**config.mk**
```make
export PLATFORM = sky130hd
export DESIGN_NAME = lcd_bus_scheduler
export DESIGN_NICKNAME = d
export VERILOG_FILES = /design/src/rtl/lcd_pkg.sv /design/src/rtl/lcd_rr_pick.sv /design/src/rtl/lcd_bus_scheduler.sv
export SDC_FILE = /design/constraint.sdc
export NUM_CORES = 1
export LEC_CHECK = 0
export ABC_CLOCK_PERIOD_IN_PS = 4600
export BUFFER_PORTS_ARGS = -buffer_cell sky130_fd_sc_hd__buf_2
export CAP_MARGIN = 20
export CELL_PAD_IN_SITES_DETAIL_PLACEMENT = 1
export CELL_PAD_IN_SITES_GLOBAL_PLACEMENT = 1
export CORE_ASPECT_RATIO = 0.75
export CORE_UTILIZATION = 35
export CTS_CLUSTER_SIZE = 20
export DETAILED_ROUTE_END_ITERATION = 10
export PLACE_DENSITY_LB_ADDON = 0.1
export SETUP_SLACK_MARGIN = 0.02
export SLEW_MARGIN = 30
export SYNTH_ARGS = -nofsm -noshare
export SYNTH_HDL_FRONTEND = slang
export SYNTH_SLANG_ARGS = --single-unit
export TNS_END_PERCENT = 50
```
**constraint.sdc**
```tcl
create_clock -name CLK -period 4.6 [get_ports CLK]
set_input_delay 0.92 -clock CLK [delete_from_list [all_inputs] [get_ports CLK]]
set_output_delay 0.92 -clock CLK [all_outputs]
set_load 0.1 [all_outputs]
```
**src/rtl/lcd_pkg.sv**
```systemverilog
// Shared definitions for the character-LCD bus scheduler: FSM states, the
// power-on init command ROM and clear/home command classification.
package lcd_pkg;

    typedef enum logic [2:0] {
        ST_POR,
        ST_INIT,
        ST_SETUP,
        ST_PULSE,
        ST_HOLD,
        ST_GAP,
        ST_IDLE
    } lcd_state_t;

    localparam int INIT_LEN = 4;

    function automatic logic [7:0] init_byte(input logic [1:0] idx);
        case (idx)
            2'd0:    return 8'h38;
            2'd1:    return 8'h0C;
            2'd2:    return 8'h06;
            default: return 8'h01;
        endcase
    endfunction

    // Clear display / return home need the long settle time.
    function automatic logic is_clear_cmd(input logic rs, input logic [7:0] data);
        return !rs && (data[7:2] == 6'd0) && (data != 8'h00);
    endfunction

endpackage

```
**src/rtl/lcd_rr_pick.sv**
```systemverilog
// Combinational round-robin picker: first eligible requester at or after ptr.
module lcd_rr_pick #(
    parameter int NREQ = 4,
    localparam int PW = $clog2(NREQ)
) (
    input  logic [NREQ-1:0] req,
    input  logic [NREQ-1:0] mask,
    input  logic [PW-1:0]   ptr,
    output logic [NREQ-1:0] pick,
    output logic            valid
);

    logic [NREQ-1:0] elig;
    logic [PW:0]     pos;

    always_comb begin
        elig  = req & mask;
        pick  = '0;
        valid = 1'b0;
        pos   = '0;
        for (int k = 0; k < NREQ; k++) begin
            pos = {1'b0, ptr} + (PW+1)'(k);
            if (pos >= (PW+1)'(NREQ))
                pos = pos - (PW+1)'(NREQ);
            if (!valid && elig[pos[PW-1:0]]) begin
                pick[pos[PW-1:0]] = 1'b1;
                valid             = 1'b1;
            end
        end
    end

endmodule

```
**src/rtl/lcd_bus_scheduler.sv**
```systemverilog
// Character-LCD bus owner: power-on init, E-strobe timing, settle gaps and
// round-robin/locked sharing of the bus between NREQ byte writers.
//   state | meaning
//   POR   | idle wait after reset release
//   INIT  | load next init ROM byte
//   SETUP | RS/DATA valid, E low
//   PULSE | E high
//   HOLD  | E low, RS/DATA held
//   GAP   | settle time after the write
//   IDLE  | arbitrate requesters
module lcd_bus_scheduler
    import lcd_pkg::*;
#(
    parameter int NREQ     = 4,
    parameter int POR_WAIT = 20000,
    parameter int E_SETUP  = 2,
    parameter int E_HIGH   = 4,
    parameter int E_HOLD   = 2,
    parameter int CMD_GAP  = 2000,
    parameter int CLR_GAP  = 80000
) (
    input  logic                CLK,
    input  logic                RST,
    input  logic [NREQ-1:0]     REQ,
    input  logic [NREQ-1:0]     REQ_LOCK,
    input  logic [NREQ-1:0]     REQ_RS,
    input  logic [8*NREQ-1:0]   REQ_DATA,
    output logic [NREQ-1:0]     GNT,
    output logic                BUSY,
    output logic                INIT_DONE,
    output logic                LCD_E,
    output logic                LCD_RS,
    output logic                LCD_RW,
    output logic [7:0]          LCD_DATA
);

    localparam int CNT_MAX = (POR_WAIT > CLR_GAP) ? POR_WAIT : CLR_GAP;
    localparam int CW      = $clog2(CNT_MAX + 1);
    localparam int PW      = $clog2(NREQ);

    localparam logic [CW-1:0] POR_LD   = CW'(POR_WAIT - 1);
    localparam logic [CW-1:0] SETUP_LD = CW'(E_SETUP - 1);
    localparam logic [CW-1:0] HIGH_LD  = CW'(E_HIGH - 1);
    localparam logic [CW-1:0] HOLD_LD  = CW'(E_HOLD - 1);
    localparam logic [CW-1:0] CMD_LD   = CW'(CMD_GAP - 1);
    localparam logic [CW-1:0] CLR_LD   = CW'(CLR_GAP - 1);

    lcd_state_t       state;
    logic [CW-1:0]    cnt;
    logic [1:0]       init_idx;
    logic [PW-1:0]    rr_ptr;
    logic             lock_valid;
    logic [PW-1:0]    lock_owner;

    logic             lock_active;
    logic [NREQ-1:0]  mask;
    logic [NREQ-1:0]  pick;
    logic             pick_valid;
    logic [PW-1:0]    pick_idx;

    // A locked owner keeps the bus even while its own REQ is low.
    assign lock_active = lock_valid && REQ_LOCK[lock_owner];
    assign mask        = lock_active ? (NREQ'(1) << lock_owner) : '1;
    assign LCD_RW      = 1'b0;

    lcd_rr_pick #(.NREQ(NREQ)) u_pick (
        .req   (REQ),
        .mask  (mask),
        .ptr   (rr_ptr),
        .pick  (pick),
        .valid (pick_valid)
    );

    always_comb begin
        pick_idx = '0;
        for (int i = 0; i < NREQ; i++)
            if (pick[i]) pick_idx = PW'(i);
    end

    always_ff @(posedge CLK or posedge RST) begin
        if (RST) begin
            state      <= ST_POR;
            cnt        <= POR_LD;
            init_idx   <= 2'd0;
            rr_ptr     <= '0;
            lock_valid <= 1'b0;
            lock_owner <= '0;
            GNT        <= '0;
            BUSY       <= 1'b1;
            INIT_DONE  <= 1'b0;
            LCD_E      <= 1'b0;
            LCD_RS     <= 1'b0;
            LCD_DATA   <= 8'h00;
        end else begin
            GNT <= '0;
            case (state)
                ST_POR: begin
                    if (cnt == '0) begin
                        state    <= ST_INIT;
                        init_idx <= 2'd0;
                    end else begin
                        cnt <= cnt - 1'b1;
                    end
                end
                ST_INIT: begin
                    LCD_RS   <= 1'b0;
                    LCD_DATA <= init_byte(init_idx);
                    cnt      <= SETUP_LD;
                    state    <= ST_SETUP;
                end
                ST_SETUP: begin
                    if (cnt == '0) begin
                        LCD_E <= 1'b1;
                        cnt   <= HIGH_LD;
                        state <= ST_PULSE;
                    end else begin
                        cnt <= cnt - 1'b1;
                    end
                end
                ST_PULSE: begin
                    if (cnt == '0) begin
                        LCD_E <= 1'b0;
                        cnt   <= HOLD_LD;
                        state <= ST_HOLD;
                    end else begin
                        cnt <= cnt - 1'b1;
                    end
                end
                ST_HOLD: begin
                    if (cnt == '0) begin
                        cnt   <= is_clear_cmd(LCD_RS, LCD_DATA) ? CLR_LD : CMD_LD;
                        state <= ST_GAP;
                    end else begin
                        cnt <= cnt - 1'b1;
                    end
                end
                ST_GAP: begin
                    if (cnt != '0) begin
                        cnt <= cnt - 1'b1;
                    end else if (INIT_DONE || init_idx == 2'(INIT_LEN - 1)) begin
                        INIT_DONE <= 1'b1;
                        BUSY      <= 1'b0;
                        state     <= ST_IDLE;
                    end else begin
                        init_idx <= init_idx + 2'd1;
                        state    <= ST_INIT;
                    end
                end
                ST_IDLE: begin
                    if (lock_valid && !REQ_LOCK[lock_owner])
                        lock_valid <= 1'b0;
                    if (pick_valid) begin
                        GNT      <= pick;
                        LCD_RS   <= REQ_RS[pick_idx];
                        LCD_DATA <= REQ_DATA[{pick_idx, 3'b000} +: 8];
                        rr_ptr   <= (pick_idx == PW'(NREQ - 1)) ? '0 : pick_idx + 1'b1;
                        if (REQ_LOCK[pick_idx]) begin
                            lock_valid <= 1'b1;
                            lock_owner <= pick_idx;
                        end
                        cnt   <= SETUP_LD;
                        BUSY  <= 1'b1;
                        state <= ST_SETUP;
                    end
                end
                default: state <= ST_POR;
            endcase
        end
    end

endmodule

```
==> flow_metrics.tcl, run 1 <==
set metrics [dict create \
    ios 63 \
    dp_cells 583 \
    max_freq_mhz 290 \
    viasPerCell 5.73 \
    clock_sinks 43 \
    hp-class "reg -> reg" \
    peakVddDrop_mv 0.131 \
    synth.ff_latch_count 43 \
    htree_levels 2 \
    portBuffers 61 \
    start_util_pct 36.0 \
    cp_data_required_time_ns 4.83 \
    critical_path_class "reg -> reg" \
    drive_gt1_share_pct 23.5 \
    min_period_over_period_pct 75.0 \
    p_leak_nw 1.60 \
    netlist_area_um2 3460 \
    clkSlewWorstSetupHoldPaths_ns 0.06 \
    drv_slew 0 \
    cts_root_buf "clkbuf_16" \
    syn_nets 462 \
    clkLatencyLatePin_ns 0.29 \
    route.top_layer_used "met4" \
    finalWorstSetupSlack_ns 1.15 \
    syn_inst 403 \
    first_iter_violations 213 \
    grt_pass1_vias 3336 \
    cts_tree "done" \
    cts.path.max_buffers 2 \
    drv_cap 0 \
    die_h_um 88.1 \
    post_dp_cell_area_um2 3870 \
    drc 0 \
    die-area_um2 10300 \
    finalHoldViolations 0 \
    worst_slew_pin_slew_ns 0.863 \
    ys_types 78 \
    slew_headroom_pct 42.4 \
    cts_resized 0 \
    antenna_found_initial 0 \
    routedWlPerCell_um 17.9 \
    status "finished clean" \
    timing.final.crit_period_ns 3.45 \
    clock_skew_ns 0.00645 \
    antenna_left 0 \
    wl_met1_um 5410 \
    num_vias 3388 \
    yosysTopAreaCellShare_pct 23.8 \
    place_congestion 0.877 \
    cts_buffers 5 \
    total_power_mw 0.985 \
    setup_violations 0 \
    endpoint_kind "register" \
    die_w_um 117 \
    core-area_um2 9620 \
    wl_met3_um 306 \
    diodes 0 \
    rsz0062_at_grt "no" \
    postCtsHoldBufs 0 \
    postLayoutCellArea_um2 4010 \
    overflow 0 \
    p_per_area_nw_per_um2 246 \
    startpoint_type "register" \
    yosys_warnings 0 \
    final-instance-count-excl-fill 591 \
    area_delta_synth_final_pct 15.8 \
    synth-edff-count 0 \
    dp_slack_ns 0.980 \
    final_nets 517 \
    syn_area_per_cell_um2 8.59 \
    ys.flop_type "dfrtp_1" \
    synth_top_cell_by_area "dfrtp_1" \
    dp_hpwl_um 8000 \
    grt_start_max_net_pins 44 \
    async_flop_share_pct 100 \
    drt-total-wl_um 10600 \
    dr_wl_met2_um 4650 \
    timing.critical_path.fanout_max 17 \
    grt_pass1_wl_um 17300 \
    final_util_pct 41.7 \
    ys_seq_area_share_pct 31.4 \
    rows 31 \
    whs_ns 0.482 \
    synthTopCellsByArea "dfrtp_1 24%, dfstp_2 7.6%, o21ai_0 6.2%, nor2_1 5.2%, ha_1 4.7%" \
    crit_arrival_ns 3.69 \
    setup_tns_ns 0 \
    grtUsageTotal_pct 22.0 \
    postCtsSetupRepairBufs 0 \
    drt_pass1_iterations 4 \
]
==> cell type report <==
type | count | area (um2)
fillers | 1193 | 5610
multi-input cells | 319 | 2190
flip-flops and latches | 43 | 1090
repair buffers | 66 | 343
well taps | 132 | 165
clock buffers | 8 | 136
inverters | 23 | 88.8
==> cells in the mapped netlist (all sizes together) (3+ instances only) <==
master and instances:
a211oi 7, a21o 5, a21oi 19, a221oi 7, a22o 3, a22oi 5, a311o 3, a32oi 5
and2 5, and2b 3, buf 7, clkbuf 11, dfrtp 33, dfstp 10, ha 13, inv 23
mux2i 12, nand2 25, nand2b 6, nand3 4, nand4 6, nor2 50, nor2b 5, nor3 14
nor4b 3, o2111a 4, o211ai 10, o21ai 45, o22a 3, o2bb2ai 3, o31ai 10, o32ai 4
or3 7, or4 3
==> sequential cells by signal, indices dropped and copies added (netlist names) <==
signal and cells:
rr_ptr 2, cnt 17, INIT_DONE 1, state 3, LCD_RS 1, BUSY 1, init_idx 2, GNT 4
LCD_DATA 8, lock_valid 1, LCD_E 1, lock_owner 2
==> cells by family (layout without fill, tap and decap cells) <==
logic type | Yosys count | after routing | synth area share (%)
compound gates | 150 | 150 | 31.8
fa+ha+maj | 13 | 13 | 4.70
flops | 43 | 43 | 31.4
simple gates | 141 | 141 | 21.7
other cells | 1 | 1 | 0.108
buf+inv | 41 | 97 | 5.42
mux | 14 | 14 | 4.84
==> worst max-delay path, stage by stage, from the launching register on <==
cell and delay [ns]:
dfrtp_1 0.58, inv_1 0.26, ha_1 0.48, o21ai_0 0.20, o32a_1 0.24, a311o_1 0.40
a22oi_4 0.48, mux2i_1 0.16, a211oi_1 0.41, o21a_1 0.18
==> cell usage in the layout, fill, tap and decap left out, types with 6 or more instances in the layout <==
| cell | instances |
|---|---|
| o211ai_1 | 10 |
| a21oi_1 | 19 |
| a211oi_1 | 6 |
| o31ai_1 | 10 |
| mux2i_1 | 10 |
| o21ai_0 | 43 |
| nand2_1 | 24 |
| nor3_1 | 12 |
| dfrtp_1 | 33 |
| inv_1 | 22 |
| buf_2 | 61 |
| nand4_1 | 6 |
| ha_1 | 13 |
| nand2b_1 | 6 |
| nor2_1 | 48 |
| or3_1 | 7 |
| dfstp_2 | 10 |
==> worst paths after layout <==
check,from,end,slack (ns),cells past startpoint
setup / recovery,rr_ptr[0],LCD_DATA[3],1.15,9
hold / removal,cnt[1],cnt[1],0.48,2
setup reg to reg,rr_ptr[0],LCD_DATA[3],1.15,9
hold reg to reg,cnt[1],cnt[1],0.48,2
max in group asynchronous,RST,cnt[16],3.50,2
min in group asynchronous,RST,GNT[0],0.69,2
==> power breakdown <==
group	total [mW]	switching, mW	internal [mW]	leakage [nW]
logic	0.236	0.145	0.0904	1.05
clock network	0.356	0.153	0.203	0.0652
registers	0.393	0.0104	0.383	0.480
total	0.985	0.309	0.676	1.60
==> routing by layer <==
metal,GRT usage [%],up-vias
met5,0,-
met4,7.59,0
met3,3.32,15
met2,33.3,59
met1,31.7,1682
li1,-,1632
Note: power is estimated with default switching activity, not from simulation.
==> run 2, diff against run 1 <==
ABC_CLOCK_PERIOD_IN_PS = 3400   (was 4600)
clock period = 3.4 ns   (was 4.6 ns; I/O delays follow)
==> run 2 against run 1 <==
  * Final area rose by 3.0%
  * Wire length increased by 3.3%
  * First-iteration DRC count decreased by 33%
  * Die area did not move
  * Core utilization increased by 1.2 points
  * Flip-flop and latch count is the same
  * Critical path depth is 3 higher
  * Global-route usage is 0.77 points higher
  * Register-to-register slack got worse by 0.85 ns
  * Clock skew rose by 0.0021 ns
  * Sequential power is 34% higher
  * Largest cell class unchanged
==> flow_metrics.tcl, run 2 (synthesized netlist as in run 1, its figures left out) <==
set metrics [dict create \
    status "finished clean" \
    worst_slew_pin_slew_ns 0.588 \
    antenna_left 0 \
    area_delta_synth_final_pct 19.2 \
    routedWlPerCell_um 18.2 \
    cts_root_buf "clkbuf_16" \
    drv_cap 0 \
    setup_violations 0 \
    dp_hpwl_um 8300 \
    grtUsageMet1_pct 35.0 \
    drive_gt1_share_pct 26.0 \
    first_iter_violations 143 \
    clkSlewWorstSetupHoldPaths_ns 0.07 \
    grt_pass1_vias 3335 \
    num_vias 3392 \
    drt-total-wl_um 10900 \
    cpPeakStageDelay_ns 0.43 \
    rows 31 \
    timing.final.crit_period_ns 3.11 \
    min_period_over_period_pct 91.3 \
    reg.largest.list "cnt (17), LCD_DATA (8), GNT (4)" \
    cts_buffers 5 \
    setup_tns_ns 0 \
    drv_slew 0 \
    cp_data_required_time_ns 3.57 \
    slew_headroom_pct 60.8 \
    die-area_um2 10300 \
    clock_sinks 43 \
    htree_levels 2 \
    path_cells "inv_1 -> ha_1 -> nor4b_2 -> nand4_1 -> nor4b_1 -> buf_4 -> nand2_1 -> nand2_1 -> a22o_1 -> buf_4 -> nor2_1 -> a22o_1" \
    place_congestion 0.837 \
    viasPerCell 5.64 \
    slowest_stage "nor4b_2" \
    die_w_um 117 \
    cts.path.max_buffers 2 \
    top_register "cnt" \
    start_util_pct 36.0 \
    diodes 0 \
    clock_skew_ns 0.00852 \
    ios 63 \
    portBuffers 61 \
    final_common_cell "buf_2" \
    p_per_area_nw_per_um2 351 \
    grt_pass1_wl_um 18000 \
    drc 0 \
    crit_arrival_ns 3.28 \
    max_freq_mhz 322 \
    endpoint_kind "register" \
    core-area_um2 9620 \
    finalHoldViolations 0 \
    clkLatencyLatePin_ns 0.29 \
    critical_path_class "reg -> reg" \
    hp-class "in -> async" \
    timing.critical_path.fanout_max 10 \
    antenna_found_initial 0 \
    largest_reg_flops 17 \
    grt-busiest-layer "met1" \
    peakVddDrop_mv 0.200 \
    layout_common_cells "61 x buf_2, 48 x nor2_1, 43 x o21ai_0, 33 x dfrtp_1, 24 x nand2_1" \
    drt_pass1_iterations 4 \
    met3_usage_pct 3.53 \
    startpoint_type "register" \
    grtUsageMet2_pct 34.0 \
    p_leak_nw 1.67 \
    die_h_um 88.1 \
    total_power_mw 1.45 \
    rsz0062_at_grt "no" \
    grtUsageTotal_pct 22.8 \
    postCtsHoldBufs 0 \
    final_nets 527 \
    grt_start_max_net_pins 44 \
    overflow 0 \
    final_util_pct 42.9 \
    cts_tree "done" \
]
[run 2: power breakdown]
group / switching (mW) / internal (mW)
sequential: 0.0101 / 0.518
combinational: 0.208 / 0.131
clock: 0.214 / 0.366
[run 2: final cells by class]
class	count	area, um2
fill	1208	5490
multi-input combinational	319	2190
sequential	43	1090
timing repair buffer	76	418
tap	132	165
clock buffer	6	139
inverter	23	88.8
clock inverter	2	35.0
[run 2: worst max-delay path, delay by kind of cell, from the launching register on]
family	cells	cell delay [ns]
flip-flops	1	0.38
AO/OA/AOI/OAI	2	0.54
buffers and inverters	3	0.52
adder cells (fa/ha/maj)	1	0.20
AND/OR/NAND/NOR	6	1.35
[run 2: what timing repair did]
item | in CTS | in global routing
resized for setup | 0 | 2
endpoints found under the setup margin | 0 | 3
setup buffers | 0 | 0
[run 2: layer usage]
metal	part of all wire, %	vias to the layer above
li1	-	1642
met3	2.7	4
met1	54	1692
met2	43	54
met5	0	-
met4	0.31	0
[run 2: final timing paths]
path	from	end	slack, ns	cells past startpoint
worst min-delay path	RST	lock_valid	0.46	2
min in group CLK	cnt[1]	cnt[1]	0.49	2
worst max-delay path	cnt[0]	cnt[15]	0.29	12
worst max register to register	cnt[0]	cnt[15]	0.29	12
worst min register to register	cnt[1]	cnt[1]	0.49	2
max in group asynchronous	RST	init_idx[0]	2.54	2
[run 2: metrics by stage]
| stage | instance area, um2 | cells | hold WS [ns] | setup WS [ns] |
|---|---|---|---|---|
| after floorplan | 3460 | 403 | 0.457 | 0.667 |
| after global placement | 3950 | 593 | 0.478 | 0.164 |
| after detailed placement | 3950 | 593 | 0.481 | 0.150 |
| after CTS | 4120 | 601 | 0.491 | 0.217 |
| after global routing | 4130 | 601 | 0.511 | 0.0480 |
| final | 4130 | 601 | 0.462 | 0.294 |
